### src/rtl/apb_master_fsm.sv
// apb_master_fsm: APB initiator for the bridge.
// Takes single read/write requests on a valid/ready port, decodes the address
// into one of three peripheral slots, runs SETUP->ACCESS with wait-state and
// timeout handling, and returns exactly one response per accepted request.
module apb_master_fsm #(
  parameter int unsigned TIMEOUT   = 16,            // 0 disables, legal 0..255
  parameter logic [31:0] BASE_ADDR = 32'h8000_0000,
  parameter int unsigned SLOT_BITS = 26
) (
  input  logic        hclk,
  input  logic        hresetn,
  // request port
  input  logic        req_valid,
  output logic        req_ready,
  input  logic        req_write,
  input  logic [31:0] req_addr,
  input  logic [31:0] req_wdata,
  // response port
  output logic        rsp_valid,
  output logic [31:0] rsp_rdata,
  output logic        rsp_err,
  // APB initiator bundle
  output logic [2:0]  psel,
  output logic        penable,
  output logic        pwrite,
  output logic [31:0] paddr,
  output logic [31:0] pwdata,
  input  logic [31:0] prdata,
  input  logic        pready
);

  localparam int unsigned NUM_SLOTS   = 3;
  localparam logic [7:0]  TIMEOUT_CNT = 8'(TIMEOUT);
  localparam bit          TIMEOUT_EN  = (TIMEOUT != 0);

  typedef enum logic [1:0] {
    IDLE   = 2'd0,
    SETUP  = 2'd1,
    ACCESS = 2'd2
  } state_t;

  state_t      state_reg, state_next;
  logic [2:0]  psel_reg, psel_next;
  logic        penable_reg, penable_next;
  logic        pwrite_reg, pwrite_next;
  logic [31:0] paddr_reg, paddr_next;
  logic [31:0] pwdata_reg, pwdata_next;
  logic        rsp_valid_reg, rsp_valid_next;
  logic        rsp_err_reg, rsp_err_next;
  logic [31:0] rsp_rdata_reg, rsp_rdata_next;
  logic [7:0]  wait_cnt_reg, wait_cnt_next;
  logic [7:0]  wait_cnt_inc;

  // ---------------------------------------------------------------------------
  // Address decode: slot index is the offset from the window base in units of
  // one slot. Anything below the base or past the last slot is a decode error.
  // ---------------------------------------------------------------------------
  logic [31:0] addr_offset;
  logic [31:0] slot_idx;
  logic        below_base;
  logic [2:0]  dec_sel;
  logic        dec_err;

  assign below_base  = (req_addr < BASE_ADDR);
  assign addr_offset = req_addr - BASE_ADDR;
  assign slot_idx    = addr_offset >> SLOT_BITS;

  generate
    for (genvar gi = 0; gi < NUM_SLOTS; gi++) begin : g_slot_dec
      assign dec_sel[gi] = !below_base && (slot_idx == 32'(gi));
    end
  endgenerate

  // No select bit set means the address fell outside every slot.
  assign dec_err = ~|dec_sel;

  // The only combinational output: ready whenever no transfer is in flight.
  assign req_ready = (state_reg == IDLE);

  // Saturation is never reached: the abort fires before the counter wraps.
  assign wait_cnt_inc = wait_cnt_reg + 8'd1;

  // Next-state and next-output logic for the SETUP/ACCESS sequence.
  always_comb begin
    state_next     = state_reg;
    psel_next      = psel_reg;
    penable_next   = penable_reg;
    pwrite_next    = pwrite_reg;
    paddr_next     = paddr_reg;
    pwdata_next    = pwdata_reg;
    wait_cnt_next  = wait_cnt_reg;
    // The response is a one-cycle pulse; its payload is zero when not valid.
    rsp_valid_next = 1'b0;
    rsp_err_next   = 1'b0;
    rsp_rdata_next = 32'd0;

    case (state_reg)
      IDLE: begin
        if (req_valid) begin
          if (dec_err) begin
            // Unmapped address: answer immediately, leave the APB bus idle
            // so paddr/pwrite/pwdata keep their previous values.
            rsp_valid_next = 1'b1;
            rsp_err_next   = 1'b1;
          end else begin
            paddr_next  = req_addr;
            pwrite_next = req_write;
            pwdata_next = req_write ? req_wdata : 32'd0;
            psel_next   = dec_sel;
            state_next  = SETUP;
          end
        end
      end

      SETUP: begin
        penable_next  = 1'b1;
        wait_cnt_next = 8'd0;
        state_next    = ACCESS;
      end

      ACCESS: begin
        if (pready) begin
          // Completion takes priority over a timeout landing on the same edge.
          psel_next      = 3'b000;
          penable_next   = 1'b0;
          state_next     = IDLE;
          rsp_valid_next = 1'b1;
          rsp_rdata_next = pwrite_reg ? 32'd0 : prdata;
        end else if (TIMEOUT_EN) begin
          wait_cnt_next = wait_cnt_inc;
          if (wait_cnt_inc == TIMEOUT_CNT) begin
            psel_next      = 3'b000;
            penable_next   = 1'b0;
            state_next     = IDLE;
            rsp_valid_next = 1'b1;
            rsp_err_next   = 1'b1;
          end
        end
      end

      default: begin
        // Unreachable encoding: fall back to a quiet bus.
        psel_next    = 3'b000;
        penable_next = 1'b0;
        state_next   = IDLE;
      end
    endcase
  end

  // State and registered-output update; reset aborts any transfer in flight.
  always_ff @(posedge hclk or negedge hresetn) begin
    if (!hresetn) begin
      state_reg     <= IDLE;
      psel_reg      <= 3'b000;
      penable_reg   <= 1'b0;
      pwrite_reg    <= 1'b0;
      paddr_reg     <= 32'd0;
      pwdata_reg    <= 32'd0;
      rsp_valid_reg <= 1'b0;
      rsp_err_reg   <= 1'b0;
      rsp_rdata_reg <= 32'd0;
      wait_cnt_reg  <= 8'd0;
    end else begin
      state_reg     <= state_next;
      psel_reg      <= psel_next;
      penable_reg   <= penable_next;
      pwrite_reg    <= pwrite_next;
      paddr_reg     <= paddr_next;
      pwdata_reg    <= pwdata_next;
      rsp_valid_reg <= rsp_valid_next;
      rsp_err_reg   <= rsp_err_next;
      rsp_rdata_reg <= rsp_rdata_next;
      wait_cnt_reg  <= wait_cnt_next;
    end
  end

  assign psel      = psel_reg;
  assign penable   = penable_reg;
  assign pwrite    = pwrite_reg;
  assign paddr     = paddr_reg;
  assign pwdata    = pwdata_reg;
  assign rsp_valid = rsp_valid_reg;
  assign rsp_err   = rsp_err_reg;
  assign rsp_rdata = rsp_rdata_reg;

endmodule

### config.mk
export PLATFORM = sky130hd
export DESIGN_NAME = apb_master_fsm
export DESIGN_NICKNAME = d
export VERILOG_FILES = /design/src/rtl/apb_master_fsm.sv
export SDC_FILE = /design/constraint.sdc
export NUM_CORES = 1
export LEC_CHECK = 0
export CAP_MARGIN = 20
export CELL_PAD_IN_SITES_DETAIL_PLACEMENT = 0
export CELL_PAD_IN_SITES_GLOBAL_PLACEMENT = 1
export CORE_ASPECT_RATIO = 1.1
export CORE_MARGIN = 8
export CORE_UTILIZATION = 33
export DETAILED_ROUTE_END_ITERATION = 7
export PLACE_DENSITY = 0.9
export SLEW_MARGIN = 20
export SYNTH_ARGS = -nofsm -noshare
export SYNTH_HDL_FRONTEND = slang
export SYNTH_SLANG_ARGS = --single-unit
export TNS_END_PERCENT = 100
### constraint.sdc
create_clock -name hclk -period 5.35 [get_ports hclk]
set_input_delay 1.605 -clock hclk [delete_from_list [all_inputs] [get_ports hclk]]
set_output_delay 1.605 -clock hclk [all_outputs]
set_load 0.01 [all_outputs]
======== Word-level counts from Yosys, hierarchy flattened ========
Cells that the tools add are included.
cells by class
  bitwise gates (word level) .............. 2
  $lt $le $gt $ge ......................... 1
  reductions and logical operators ........ 13
  add/subtract/negate cells ............... 2
  multiplexer cells ....................... 26
  equal/unequal tests ..................... 9
operator list
  operator                count
  $mux 32                 4
  $logic_not 32->1        1
  $lt 32x32->1 const B    1
  $sub 32x32->32 const B  1
  $pmux 8 s2              1
  $mux 3                  4
  $pmux 3 s3              1
  $add 8x1->8 const B     1
  $eq 8x5->1 const B      1
  $mux 2                  4
  $mux 8                  1
  $mux 1                  7
  $eq 6x1->1 const B      1
  $eq 6x2->1 const B      1
  $pmux 2 s3              1
  $reduce_and 3->1        2
  $ne 2x2->1 const B      2
  $pmux 1 s2              2
  $reduce_and 2->1        2
  $reduce_and 4->1        1
  $logic_and 1x1->1       3
  $ne 3x3->1 const B      1
  $pmux 1 s3              1
  $reduce_or 3->1         1
  other kinds (7)         8
storage, ports and cells
  flip-flop bits (word level) ............. 113

======== Depth between registers and ports, before layout ========
Gate-level depths: netlist of run 1.
  depth after elaboration ................. 7
  mapped depth ............................ 6

======== Worst setup path before layout of run 1 ========
OpenSTA, ideal clock, no wires.
  kind .................................... input -> register
  from .................................... in req_addr[29]
  to ...................................... reg paddr_reg[7], in the netlist paddr[7]
  required time ........................... 5222 ps
  setup slack ............................. 2514 ps
  stages .................................. 4
  data arrival time ....................... 2708 ps
  setup time .............................. 128 ps
  path through ............................ nor4b_4 nand4_2 buf_2 mux2_1
on the way
  word-level cells in the longest chain between the ends .. 5
  elaborated cells between the ends (all ways) .. 11
  those cells by class .................... add/sub (1); order compare (1); eq/ne (2); reduce/logical (7)
RTL lines
  item                                            line    source
  start: declaration                              16      input logic [31:0] req_addr,
  $sub 32x32->32 or $lt 32x32->1 (tied branches)  65, 64
  $logic_not 32->1, or another cell as far along  70      assign dec_sel[gi] = !below_base && (slot_idx == 32'(gi));
  $logic_and 1x1->1                               70
  $reduce_or 3->1 (*)                             75      assign dec_err = ~|dec_sel;
  $reduce_and 3->1 (no source line) (*)           n/a
  end signal: assignment                          168     paddr_reg <= paddr_next;
  end: declaration                                46      logic [31:0] paddr_reg, paddr_next;
Mark *: on every way between the ends. The rest lies on a longest branch, timed or not.
A chain may end at the register's enable or synchronous reset.

======== Final worst setup path of run 1 ========
  from .................................... in req_addr[28]
  to ...................................... reg paddr_reg[7], in the netlist paddr[7]
The elaborated chain is that of the path after synthesis.

==> results of run 1 <==
## layout by cell type (no fill, tap or decap), drive strengths merged, types with 2 or more instances in the layout
cell / synthesis / layout
mux2: 29 / 29
a21oi: 2 / 2
clkinvlp: 0 / 3
nand2: 80 / 80
a32o: 3 / 3
bufinv: 0 / 3
and2: 35 / 35
a31oi: 4 / 4
dfrtp: 113 / 113
and3: 2 / 2
nand2b: 2 / 2
nor2: 9 / 9
o31ai: 3 / 3
buf: 4 / 5
o21ai: 41 / 41
nand3: 6 / 6
clkinv: 2 / 6
clkdlybuf4s50: 0 / 202
a211oi: 2 / 2
a22oi: 2 / 2
nand4: 4 / 4
inv: 5 / 5
nor2b: 3 / 3
nor3: 2 / 2
clkbuf: 17 / 21
o2bb2ai: 2 / 2
## layer usage
layer / share of wire, % / wire length (um)
met5: 0 / 0
met3: 8.4 / 1091
met1: 38 / 4924
met2: 52 / 6663
met4: 1.8 / 235
## tightest hold or removal path, stage by stage (launching register included)
cell	delay (ns)
dfrtp_1	0.34
nand2_1	0.05
o21ai_0	0.06
## final cells by class
cell class,instances,share of cell area [%]
multi-input combinational,245,20.79
inverter,7,0.3650
sequential,113,39.28
tap,161,2.798
clock buffer,21,6.257
clock inverter,10,1.894
timing repair buffer,207,28.62
## per-stage QoR
step	power, mW	cells	utilization (%)
after floorplan	1.214	386	-
after global placement	1.547	733	50.27
after detailed placement	1.564	733	50.27
after CTS	2.696	764	54.73
after global routing	2.783	764	54.72
final	2.655	764	54.72
## path summary, 6_finish.rpt
path | start | endpoint
worst max register to register | state_reg[1] | paddr[6]
worst min register to register | pwdata[24] | pwdata[24]
worst min-delay path | pwdata[24] | pwdata[24]
max in group asynchronous | hresetn | paddr[12]
min in group asynchronous | hresetn | rsp_rdata[25]
worst max-delay path | req_addr[28] | paddr[7]
## logic make-up after synthesis
family	Yosys count	synth area share, %
AOI/OAI and AO/OA	67	9.312
adders and majority gates	1	0.2830
buffers and inverters	28	2.491
DFF	113	63.97
muxes	29	7.387
and+or+nand+nor	148	16.56
## power by group
group          internal, mW  leakage, nW  switching [mW]
registers             0.966         1.50          0.0782
clock network         0.738        0.279           0.372
logic                 0.308         1.39           0.192
total                  2.01         3.17           0.642
==> summary.txt, run 1 <==
Finish
  • # fillers: 1148
  • Ant diodes: 0
  • Final Net Count: 693
  • Multi-input logic area: 1496 um2
  • Seq. cell area: 2828 um2
  • Fraction of layout cells with a size suffix above 1: 11.11%
  • Area growth syn-to-layout: 62.86%
  • Design area: 7199 um2

Worst setup path
  • Reg-to-reg slack, setup: 2.53 ns
  • CP max FO: 72
  • Worst EP required: 5.64 ns
  • Critical Path Start Type: input pin
  • CP endpoint kind: flop
  • WP data arrival: 3.97 ns
  • Reg2reg path depth: 4
  • CP Buf/Inv Count: 2
  • Slowest CP cell: buf_4
  • Critical-path cell list: clkdlybuf4s50_1 > nor4b_4 > nand4_4 > buf_4 > mux2_1
  • CP Class: input pin to flop
  • Cell depth of the worst setup path: 5
  • CP peak stage delay: 0.50 ns
  • CP top delay family: buffers and inverters

Timing
  • Setup TNS: 0 ns
  • Least-Margin Pin Slew: 0.7462 ns
  • Final period utilization: 68.80%
  • Pins Over Slew Limit: 0
  • Max Clk Rate: 271.7 MHz
  • Relative slew slack: 50.25%
  • Hold Vio Cnt, Final: 0
  • Min Hold Slack: 0.4762 ns
  • Final Setup Violations: 0
  • RSZ-0062 raised after global routing: no
  • Skew final: 0.007379 ns
  • Tmin final: 3.681 ns
  • Worst setup margin: 1.669 ns

Die
  • IO Count: 205
  • Core Box Area: 13160 um2
  • Die W: 126.4 um
  • # rows: 44
  • Full die area: 17360 um2
  • Starting Density: 33.60%
  • Die height: 137.4 um

Synthesis
  • Distinct cell type count after synthesis: 40
  • Yosys warns: 0
  • FF+latch count, synth: 113
  • Area contributors post-synth: dfrtp_1, mux2_2, nand2_1
  • Ys async rst share: 100.0%
  • Post-synth EDFFs: 0
  • Post-synth top cells: dfrtp_1, nand2_1, o21ai_0
  • Post-synth top flop: dfrtp_1
  • Syn nets: 488
  • Area leader, netlist: dfrtp_1
  • Avg Synthesized Cell Area: 11.45 um2
  • Count leader, synth: dfrtp_1
  • Sequential share of the synthesized area: 63.97%
  • Mapped Area: 4420 um2
  • Synth Instances: 386
  • Post-synth top area share: 63.97%

Clocking
  • TritonCTS Buffers: 17
  • CTS Root Cell: clkbuf_16
  • Hold buffers post-CTS: 0
  • Clk slew on worst S/H paths: 0.05 ns
  • CTS tree: yes
  • Postcts setup bufs: 0
  • Clk sinks: 113
  • Clock tree buffer depth: 2
  • Post-CTS sizing: 0
  • H-tree depth: 4
  • Worst-skew pair later-pin latency: 0.40 ns

GRT
  • Total grt overflow: 0
  • Met1 usage: 16.73%
  • Grt met2 use: 25.68%
  • Largest net degree at the start of global routing: 85
  • All-Layer GR Usage: 15.25%
  • Antenna violations before repair: 0
  • Most used routing layer: met2
  • Vias in the first global route: 3807
  • GRT met3 Usage: 6.736%
  • First-pass GRT wire length: 20.80 mm

Route
  • Drt pass-1 iters: 4
  • DRC errors left: 0
  • Post-Route WL: 12.92 mm
  • Total number of vias: 3669
  • Post-route ant nets: 0
  • Starting DRT DRC Count: 164
  • Wire per inst: 16.90 um
  • Vias per cell: 4.802

Pwr
  • Leakage: 3.172 nW
  • Worst vdd ir: 0.1945 mV
  • Power Density: 368.8 nW/um2

Worst hold path
  • WHS Path Cells: 2
  • Worst min path class: flop to flop

Placement
  • DP Wirelength: 9.696 mm
  • Placed Area: 6614 um2
  • Gpl congestion: 0.7711
  • Place WS: 1.238 ns
  • Number of port buffers: 204

Run status
  • Status: finished clean

Flow run
  • Max Cap Viol: 0
Power figures use the tool's default switching activity.
==> run 2: changes to the inputs <==
Settings changed: CORE_UTILIZATION 33 to 28, PLACE_DENSITY 0.9 to 0.82.
Clock period 5.35 ns to 3.3 ns, I/O delays scaled along.
==> summary.txt, run 2 (same netlist as run 1, synthesis figures left out) <==
Route
  • Post-route ant nets: 0
  • Drt pass-1 iters: 7
  • Wire per inst: 16.28 um
  • Vias per cell: 4.527
  • Total number of vias: 3644
  • DRC errors left: 0
  • Starting DRT DRC Count: 235
  • Post-Route WL: 13.11 mm

Timing
  • Tmin final: 2.482 ns
  • Setup TNS: 0 ns
  • Final Setup Violations: 0
  • Skew final: 0.01271 ns
  • Final period utilization: 75.20%
  • Hold Vio Cnt, Final: 0
  • Pins Over Slew Limit: 0
  • Relative slew slack: 60.22%
  • Least-Margin Pin Slew: 0.5967 ns
  • Max Clk Rate: 403.0 MHz
  • RSZ-0062 raised after global routing: no

Finish
  • Most frequent cells in the layout: clkdlybuf4s50_1, dfrtp_1, nand2_1, o21ai_0, and2_1
  • Fraction of layout cells with a size suffix above 1: 11.74%
  • Most common cell after layout, fill and taps aside: clkdlybuf4s50_1
  • Ant diodes: 0
  • Design area: 7288 um2
  • Final Net Count: 696
  • Non-Filler Instances: 805
  • Area growth syn-to-layout: 64.87%

Worst setup path
  • Reg2reg path depth: 5
  • CP Buf/Inv Count: 1
  • Worst EP required: 2.31 ns
  • R2r startpoint: state_reg[1]
  • CP Class: flop to output pin
  • CP endpoint kind: output pin
  • Slowest CP cell: clkdlybuf4s50_1
  • CP top delay family: buffers and inverters
  • Critical Path Start Type: flop
  • CP peak stage delay: 0.56 ns
  • CP max FO: 2
  • WP data arrival: 1.49 ns
  • Reg-to-reg slack, setup: 1.35 ns
  • Worst setup path startpoint: state_reg[0]
  • Worst reg2reg endpoint: paddr[21]
  • Critical-path cell list: nor2_1 > clkdlybuf4s50_1

Die
  • Die height: 147.8 um
  • IO Count: 205
  • # rows: 48
  • Full die area: 20070 um2
  • Die W: 135.8 um
  • Core Box Area: 15550 um2
  • Starting Density: 28.42%

Worst hold path
  • WHS Path Cells: 1
  • Hold Path End: paddr[31]
  • Worst min path class: flop to flop
  • HP Start: paddr[31]

Clocking
  • Postcts setup bufs: 0
  • Clock tree buffer depth: 2
  • Clk sinks: 113
  • H-tree depth: 4
  • Worst-skew pair later-pin latency: 0.41 ns
  • Hold buffers post-CTS: 0
  • Post-CTS sizing: 0
  • CTS tree: yes
  • Clk slew on worst S/H paths: 0.05 ns
  • CTS Root Cell: clkbuf_16
  • TritonCTS Buffers: 17

Placement
  • Gpl congestion: 0.8318
  • Number of port buffers: 204
  • DP Wirelength: 9.570 mm
  • Dpl cells: 775
  • Placed Area: 6710 um2

GRT
  • First-pass GRT wire length: 20.56 mm
  • Vias in the first global route: 3842
  • Antenna violations before repair: 0
  • Largest net degree at the start of global routing: 114
  • Total grt overflow: 0
  • All-Layer GR Usage: 13.21%

Pwr
  • Leakage: 3.198 nW
  • Power Density: 586.6 nW/um2
  • Worst vdd ir: 0.3150 mV
  • Final Power: 4.275 mW

Run status
  • Status: finished clean

Flow run
  • Max Cap Viol: 0
==> run 2: cell types whose count changed in the layout (fill, tap and decap cells not counted), moves of 2 or more <==
cell	previous run	this run
clkbuf_1	3	0
buf_4	3	5
clkbuf_8	1	3
buf_12	0	2
==> run 2: power breakdown <==
part | internal, mW | leakage, nW | switching, mW | total (mW)
Clock | 1.16 | 0.280 | 0.623 | 1.78
Combinational | 0.503 | 1.42 | 0.309 | 0.812
Sequential | 1.57 | 1.50 | 0.118 | 1.68
==> run 2: per-stage QoR <==
step                      setup WS (ns)  util (%)  hold WS [ns]
final                            0.8184     46.85        0.4587
after global routing             0.6897     46.85        0.4943
after global placement           0.5211     43.14        0.4531
after CTS                        0.7813     46.85        0.4647
after detailed placement         0.4839     43.14        0.4528
after floorplan                   1.079         -        0.5041
==> run 2: layer usage <==
metal	global-route usage [%]	routed length (um)	up-vias
met4	6.504	224	0
met2	21.45	6656	157
met5	0	0	-
met3	6.891	1397	15
li1	-	-	1730
met1	13.67	4830	1742
==> run 2: cell type report <==
class,instances,area (um2)
clock buffer,20,466.7
clock inverter,10,111.4
fill,1454,8267
inverter,7,26.28
multi-input combinational,245,1496
sequential,113,2828
tap,200,250.2
timing repair buffer,210,2110
==> run 2: worst max-delay path by stage <==
stage,end,cells after the start,slack [ns]
3_3_place_gp,paddr[7],5,0.52
3_5_place_dp,paddr[7],5,0.48
4_1_cts,req_ready,2,0.78
2_1_floorplan,paddr[7],4,1.08
5_1_grt,req_ready,2,0.69
6_report,req_ready,2,0.82
